`config.mk`:
```
export PLATFORM = sky130hd
export DESIGN_NAME = multi_cycle_ctrl
export DESIGN_NICKNAME = d
export VERILOG_FILES = /design/src/rtl/multi_cycle_ctrl.sv
export SDC_FILE = /design/constraint.sdc
export NUM_CORES = 1
export LEC_CHECK = 0
export ABC_AREA = 1
export ABC_CLOCK_PERIOD_IN_PS = 2300
export CAP_MARGIN = 20
export CELL_PAD_IN_SITES_DETAIL_PLACEMENT = 0
export CELL_PAD_IN_SITES_GLOBAL_PLACEMENT = 1
export CORE_ASPECT_RATIO = 1.4
export CORE_MARGIN = 4
export CORE_UTILIZATION = 35
export CTS_CLUSTER_DIAMETER = 80
export DETAILED_ROUTE_END_ITERATION = 8
export PLACE_DENSITY_LB_ADDON = 0.08
export SLEW_MARGIN = 10
export SYNTH_ARGS = -nofsm -noshare
export SYNTH_HDL_FRONTEND = slang
export SYNTH_SLANG_ARGS = --single-unit
export TNS_END_PERCENT = 10
```
`constraint.sdc`:
```
create_clock -name CLK -period 2.3 [get_ports CLK]
set_clock_uncertainty 0.2 [all_clocks]
set_input_delay 0.345 -clock CLK [delete_from_list [all_inputs] [get_ports CLK]]
set_output_delay 0.345 -clock CLK [all_outputs]
set_load 0.02 [all_outputs]
```
`src/rtl/multi_cycle_ctrl.sv`:
```
// multi_cycle_ctrl: multi-cycle MIPS-style control FSM with retired-instruction counter.
// Ports:
//   CLK      - clock, all state updates on its rising edge
//   RST      - asynchronous active-high reset
//   Op       - opcode (instruction bits [31:26])
//   MRdy     - shared memory has completed the current access
//   PCWr, PCWrCond, IorD, MRead, MWrite, IRWr, MtoR, RegDs, Rw, ALUsrcA - datapath strobes/selects
//   ALUsrcB  - 00 rd2, 01 const 4, 10 sign-ext imm, 11 shifted imm
//   AOp      - 000 add, 001 sub, 010 decode funct
//   PCSrc    - 00 ALU result, 01 ALU out register, 10 jump target
//   State    - current state code
//   Err      - sticky illegal-opcode flag
//   InsCnt   - retired-instruction counter, wraps silently
module multi_cycle_ctrl #(
  parameter int CNT_W = 32
) (
  input  logic             CLK,
  input  logic             RST,
  input  logic [5:0]       Op,
  input  logic             MRdy,
  output logic             PCWr,
  output logic             PCWrCond,
  output logic             IorD,
  output logic             MRead,
  output logic             MWrite,
  output logic             IRWr,
  output logic             MtoR,
  output logic             RegDs,
  output logic             Rw,
  output logic             ALUsrcA,
  output logic [1:0]       ALUsrcB,
  output logic [2:0]       AOp,
  output logic [1:0]       PCSrc,
  output logic [3:0]       State,
  output logic             Err,
  output logic [CNT_W-1:0] InsCnt
);
  typedef enum logic [3:0] {
    FETCH  = 4'd0,
    DECODE = 4'd1,
    MADDR  = 4'd2,
    MRD    = 4'd3,
    MWB    = 4'd4,
    MWR    = 4'd5,
    REXE   = 4'd6,
    RWB    = 4'd7,
    BEQ    = 4'd8,
    JMP    = 4'd9,
    IEXE   = 4'd10,
    IWB    = 4'd11,
    ERR    = 4'd15
  } state_t;
  localparam logic [5:0] OP_R    = 6'b000000;
  localparam logic [5:0] OP_LW   = 6'b100011;
  localparam logic [5:0] OP_SW   = 6'b101011;
  localparam logic [5:0] OP_BEQ  = 6'b000100;
  localparam logic [5:0] OP_J    = 6'b000010;
  localparam logic [5:0] OP_ADDI = 6'b001000;
  state_t state, next;
  logic   retire;
  // An instruction retires when a final state hands control back to FETCH;
  // FETCH holding on itself is a stall, not a retirement.
  assign retire = (next == FETCH) &&
                  (state inside {MWB, MWR, RWB, IWB, BEQ, JMP});
  always_ff @(posedge CLK or posedge RST) begin
    if (RST) begin
      state  <= FETCH;
      InsCnt <= '0;
    end else begin
      state <= next;
      if (retire) InsCnt <= InsCnt + 1'b1;
    end
  end
  assign State = state;
  assign Err   = (state == ERR);
  always_comb begin
    next     = state;
    PCWr     = 1'b0;
    PCWrCond = 1'b0;
    IorD     = 1'b0;
    MRead    = 1'b0;
    MWrite   = 1'b0;
    IRWr     = 1'b0;
    MtoR     = 1'b0;
    RegDs    = 1'b0;
    Rw       = 1'b0;
    ALUsrcA  = 1'b0;
    ALUsrcB  = 2'b00;
    AOp      = 3'b000;
    PCSrc    = 2'b00;
    case (state)
      FETCH: begin
        MRead   = 1'b1;
        ALUsrcB = 2'b01;
        // IR load and PC+4 only commit on the cycle memory delivers the word
        IRWr    = MRdy;
        PCWr    = MRdy;
        next    = MRdy ? DECODE : FETCH;
      end
      DECODE: begin
        ALUsrcB = 2'b11;
        case (Op)
          OP_R:         next = REXE;
          OP_LW, OP_SW: next = MADDR;
          OP_BEQ:       next = BEQ;
          OP_J:         next = JMP;
          OP_ADDI:      next = IEXE;
          default:      next = ERR;
        endcase
      end
      MADDR: begin
        ALUsrcA = 1'b1;
        ALUsrcB = 2'b10;
        next    = (Op == OP_LW) ? MRD : MWR;
      end
      MRD: begin
        MRead = 1'b1;
        IorD  = 1'b1;
        next  = MRdy ? MWB : MRD;
      end
      MWB: begin
        Rw   = 1'b1;
        MtoR = 1'b1;
        next = FETCH;
      end
      MWR: begin
        IorD   = 1'b1;
        MWrite = MRdy;
        next   = MRdy ? FETCH : MWR;
      end
      REXE: begin
        ALUsrcA = 1'b1;
        AOp     = 3'b010;
        next    = RWB;
      end
      RWB: begin
        Rw    = 1'b1;
        RegDs = 1'b1;
        next  = FETCH;
      end
      BEQ: begin
        ALUsrcA  = 1'b1;
        AOp      = 3'b001;
        PCWrCond = 1'b1;
        PCSrc    = 2'b01;
        next     = FETCH;
      end
      JMP: begin
        PCWr  = 1'b1;
        PCSrc = 2'b10;
        next  = FETCH;
      end
      IEXE: begin
        ALUsrcA = 1'b1;
        ALUsrcB = 2'b10;
        next    = IWB;
      end
      IWB: begin
        Rw   = 1'b1;
        next = FETCH;
      end
      ERR:     next = ERR;
      // unused encodings fall into the sticky error state
      default: next = ERR;
    endcase
  end
endmodule

```
# Word level (Yosys, flattened, before mapping)
# Cells that the tools add are included.
[word_totals] reg_bits=36
[classes] reduce_logical=12 add_sub_neg=1 eq_ne=17 muxes=19
[op_table] op="adder 32 x 1 -> 32 bit (second input constant)" n=1
[op_table] op="case mux 4 bit (8 select lines)" n=1
[op_table] op="equality test 4 bit (second input constant)" n=5
[op_table] op="case mux 4 bit (5 select lines)" n=1
[op_table] op="equality test 4 x 3 -> 1 bit (second input constant)" n=4
[op_table] op="equality test 6 bit (second input constant)" n=2
[op_table] op="two-way mux 1 bit" n=10
[op_table] op="two-way mux 3 bit" n=3
[op_table] op="equality test 4 x 2 -> 1 bit (second input constant)" n=2
[op_table] op="logical NOT 4 bit" n=2
[op_table] op="case mux 2 bit (2 select lines)" n=2
[op_table] op="OR reduction 2 bit" n=4
[op_table] op="equality test 6 x 2 -> 1 bit (second input constant)" n=1
[op_table] op="equality test 6 x 3 -> 1 bit (second input constant)" n=1
[op_table] op="equality test 6 x 4 -> 1 bit (second input constant)" n=1
[op_table] op="logical NOT 6 bit" n=1
[op_table] op="case mux 2 bit (3 select lines)" n=1
[op_table] op="nonzero test 6 bit" n=1
[op_table] op="OR reduction 5 bit" n=1
[op_table] op="equality test 4 x 1 -> 1 bit (second input constant)" n=1
[op_table] op="OR reduction 4 bit" n=1
[op_table] op="OR reduction 3 bit" n=1
[op_table] op="case mux 1 bit (2 select lines)" n=1
[op_table] op="logical AND 1 bit" n=1

# Depth between registers and ports, before layout
[depth] word_depth=6 depth_mapped=13

# Least setup slack after synthesis
# OpenSTA, ideal clock, no wires.
[synth_path] kind="reg-to-reg" startpoint="register state[0], in the netlist State[0]" endpoint="register InsCnt[19]" period_less_slack_ns=2.272 t_arrival_ns=1.954 path_stages_with_launch=12 t_required_ns=1.982 path_buffers=1 slack_ns=0.028 path_cell_list="dfrtp_1 > nor2_1 > inv_1 > nor3_1 > nor2_1 > nand2_1 > inv_2 > nand2_1 > nor2_2 > buf_4 > nand4_1 > nand2_1"
[synth_between] elab_chain_cells=5
[synth_lines] element="start, declared" line_no="59" rtl="state_t state, next;"
[synth_lines] element="start signal, assigned" line_no="70" rtl="state <= next;"
[synth_lines] element="equality test 4 x 3 -> 1 bit / equality test 4 bit (equally long branches)" line_no="91" rtl="case (state)"
[synth_lines] element="OR reduction 5 bit (no source line)"
[synth_lines] element="case mux 4 bit (8 select lines) (*)" line_no="91"
[synth_lines] element="via next[0]" line_no="59"
[synth_lines] element="logical NOT 4 bit (*)" line_no="63" rtl="assign retire = (next == FETCH) &&"
[synth_lines] element="logical AND 1 bit (*)" line_no="63"
[synth_lines] element="end signal, assigned" line_no="71" rtl="if (retire) InsCnt <= InsCnt + 1'b1;"
[synth_lines] element="end, declared" line_no="36" rtl="output logic [CNT_W-1:0] InsCnt"
# Mark *: on every way through the listed nets, which the timed path passes. The rest lies on a longest branch.
# A chain may end at the register's enable or synchronous reset.

# Final worst setup path
[layout_path] startpoint="register state[2], in the netlist State[2]" endpoint="output port Err"
[layout_between] elab_chain_cells=1
[layout_lines] element="equality test 4 bit" line_no="75" rtl="assign Err = (state == ERR);"
[layout_lines] element="end, declared" line_no="35" rtl="output logic Err,"
# Every way passes these cells.

==> impl_metrics.json <==
{
  "clk_pin_slew_ps": 80,
  "post-route-drc-count": 0,
  "placementRows": 37,
  "start_util": 0.366,
  "dpl_cell_area_um2": 3610,
  "ctsHoldBuffers": 0,
  "pre_cts_ws_ps": -168,
  "reg2reg_depth": 10,
  "syn_inst": 412,
  "path_max_fanout": 7,
  "drt-vias-per-instance": 4.84,
  "yosys_warnings": 0,
  "antennaDiodeCount": 0,
  "drv_cap": 0,
  "dpl.hpwl_um": 5980,
  "drive_gt1_frac": 0.137,
  "timing.rr.start": "InsCnt[0]$_DFFE_PP0P_",
  "period_share": 0.957,
  "cts-resized-gates": 14,
  "overflow": 0,
  "pwr_density_cell_nw_per_um2": 397,
  "first_global_vias": 2939,
  "start_kind": "register",
  "crit_path_end_kind": "primary output",
  "arrival_ps": 1660,
  "finalSetupViolations": 0,
  "syn_area_um2": 2730,
  "yosysSeqAreaShare": 0.331,
  "ant_nets": 0,
  "slew_violations": 0,
  "synthTopCellsByArea": "dfrtp_1 33%, nand2_1 19%, nand4_1 11%",
  "period_minus_slack_ps": 2200,
  "ir_drop_mv": 0.364,
  "first_iter_violations": 125,
  "clockBufferDepth": 2,
  "die_height_um": 112,
  "tns_ps": 0,
  "wirelength_um": 8200,
  "dieArea_um2": 9280,
  "ys_ff_latch": 36,
  "cts.sinks": 36,
  "numPortBuffers": 61,
  "crit_start": "State[2]$_DFF_PP0_",
  "fmax_ghz": 0.454,
  "utilization": 0.506,
  "wl_per_cell_um": 13.8,
  "crit_path_end": "Err",
  "rr_endpoint": "InsCnt[25]$_DFFE_PP0P_",
  "cts_setup_buffers": 0,
  "drt-pass1-iter-count": 5,
  "status": "completed",
  "synth_area_per_cell_um2": 6.61,
  "hold_class": "primary input to asynchronous set/reset pin",
  "syn_to_final_growth_pct": 38.3,
  "ios": 63,
  "synth.top_cell.area_share": 0.331,
  "fin_area_um2": 3770,
  "holdWs_ps": 246,
  "synth_cell_type_count": 31,
  "path_class": "register to primary output",
  "fin_nets": 504,
  "grt_pass1_wl_um": 14000,
  "cts_tree": "done",
  "vias": 2863,
  "coreArea_um2": 7450,
  "cts_max_level": 2,
  "antenna_found_initial": 0,
  "nFillCells": 812,
  "cts-root-buf": "clkbuf_8",
  "cp_data_required_time_ps": 1750,
  "hold_violations": 0,
  "grtUsageTotal": 0.191,
  "worst_slack_ps": 99.3,
  "die_w_um": 82.6,
  "p_leak_nw": 1.82,
  "synth_top_area_cell": "dfrtp_1",
  "syn-num-nets": 422,
  "rsz0062_at_grt": "no",
  "ff2ff_setup_slack_ps": 220,
  "cts_buffers": 5,
  "grt_max_degree": 37,
  "clock_latency_ps": 310,
  "gp_congestion": 0.837
}
[per-layer routing]
layer	wire, um	up-vias	global-route usage
met3	259	6	0.0305
met5	0	-	0
met1	3440	1313	0.225
li1	-	1487	-
met2	4410	57	0.347
met4	91	0	0.0534
[cell usage after synthesis, drive strengths merged]
cell and count:
nand3 14, a21oi 4, inv 47, conb 1
nand4 47, xor2 12, xnor2 9, nand2 144
dfrtp 36, nor3 12, nand3b 1, ha 1
o22ai 1, buf 10, or2 1, nor2 65
clkbuf 2, and3 1, o21ai 4
[cell type report]
cell class	count	area (um2)	area share
Multi-Input combinational cell	317	1590	0.421
Inverter	47	176	0.0468
Clock buffer	5	68.8	0.0183
Clock inverter	3	90.1	0.0239
Tap cell	97	121	0.0322
Sequential cell	36	902	0.239
Timing Repair Buffer	87	826	0.219
[power by group]
| group | switching (mW) | leakage, nW | internal, mW | total (mW) |
|---|---|---|---|---|
| combinational | 0.0351 | 1.26 | 0.0229 | 0.0580 |
| sequential | 0 | 0.482 | 0.632 | 0.632 |
| clock | 0.262 | 0.0784 | 0.543 | 0.805 |
| total | 0.297 | 1.82 | 1.20 | 1.50 |
[flip-flops by register name, summed over array words and instances, names as in the netlist]
signal  cells
InsCnt     32
State       4
[critical path, stage by stage (launching register included)]
cell	delay, ps
dfrtp_1	360
buf_4	150
nand2_1	110
nor2_1	120
clkdlybuf4s50_1	610
[layout by cell type (no fill, tap or decap)]
cell / n
o21ai_0: 2
nor3_2: 3
o22ai_1: 1
clkbuf_2: 1
nand3b_1: 1
a21oi_2: 1
buf_4: 23
nor2_4: 2
nand4_4: 1
dlygate4sd2_1: 11
nand2_1: 137
ha_1: 1
buf_12: 3
dlymetal6s2s_1: 1
nor2_1: 56
dfrtp_1: 35
or2_2: 1
bufinv_16: 3
conb_1: 1
clkbuf_8: 5
a21oi_1: 2
clkdlybuf4s50_1: 47
dlygate4sd1_1: 1
nor2_2: 7
nand2_2: 6
inv_1: 40
and3_1: 1
a21oi_4: 1
nand3_2: 2
nor3_1: 9
xnor2_1: 9
xor2_1: 12
o21ai_1: 2
nand2_4: 1
inv_2: 7
nand4_1: 46
nand3_1: 12
dfrtp_2: 1
[worst min path at each step]
stage                                 from                      to  slack, ps  cells after the start
floorplan                              RST   InsCnt[0]$_DFFE_PP0P_        310                      1
global placement    InsCnt[31]$_DFFE_PP0P_  InsCnt[31]$_DFFE_PP0P_        300                      2
global route                           RST  InsCnt[22]$_DFFE_PP0P_        320                      3
CTS                                    RST   InsCnt[0]$_DFFE_PP0P_        270                      3
detailed placement  InsCnt[31]$_DFFE_PP0P_  InsCnt[31]$_DFFE_PP0P_        320                      2
finish                                 RST   InsCnt[0]$_DFFE_PP0P_        250                      3
[cell families (layout without fill, tap and decap cells)]
| kind of cell | after synthesis | count (layout) | synth area share |
|---|---|---|---|
| fa+ha+maj | 1 | 1 | 0.00459 |
| compound gates | 9 | 9 | 0.0225 |
| other cells | 1 | 1 | 0.00138 |
| buf+inv | 59 | 142 | 0.0950 |
| xor+xnor | 21 | 21 | 0.0675 |
| simple gates | 285 | 285 | 0.478 |
| flops | 36 | 36 | 0.331 |
[through the flow]
stage               cells  total power, mW
finish                592             1.50
global route          592             1.55
global placement      584            0.704
detailed placement    584            0.704
floorplan             412            0.674
CTS                   592             1.52
No activity file was read; power rests on OpenSTA's default activity.
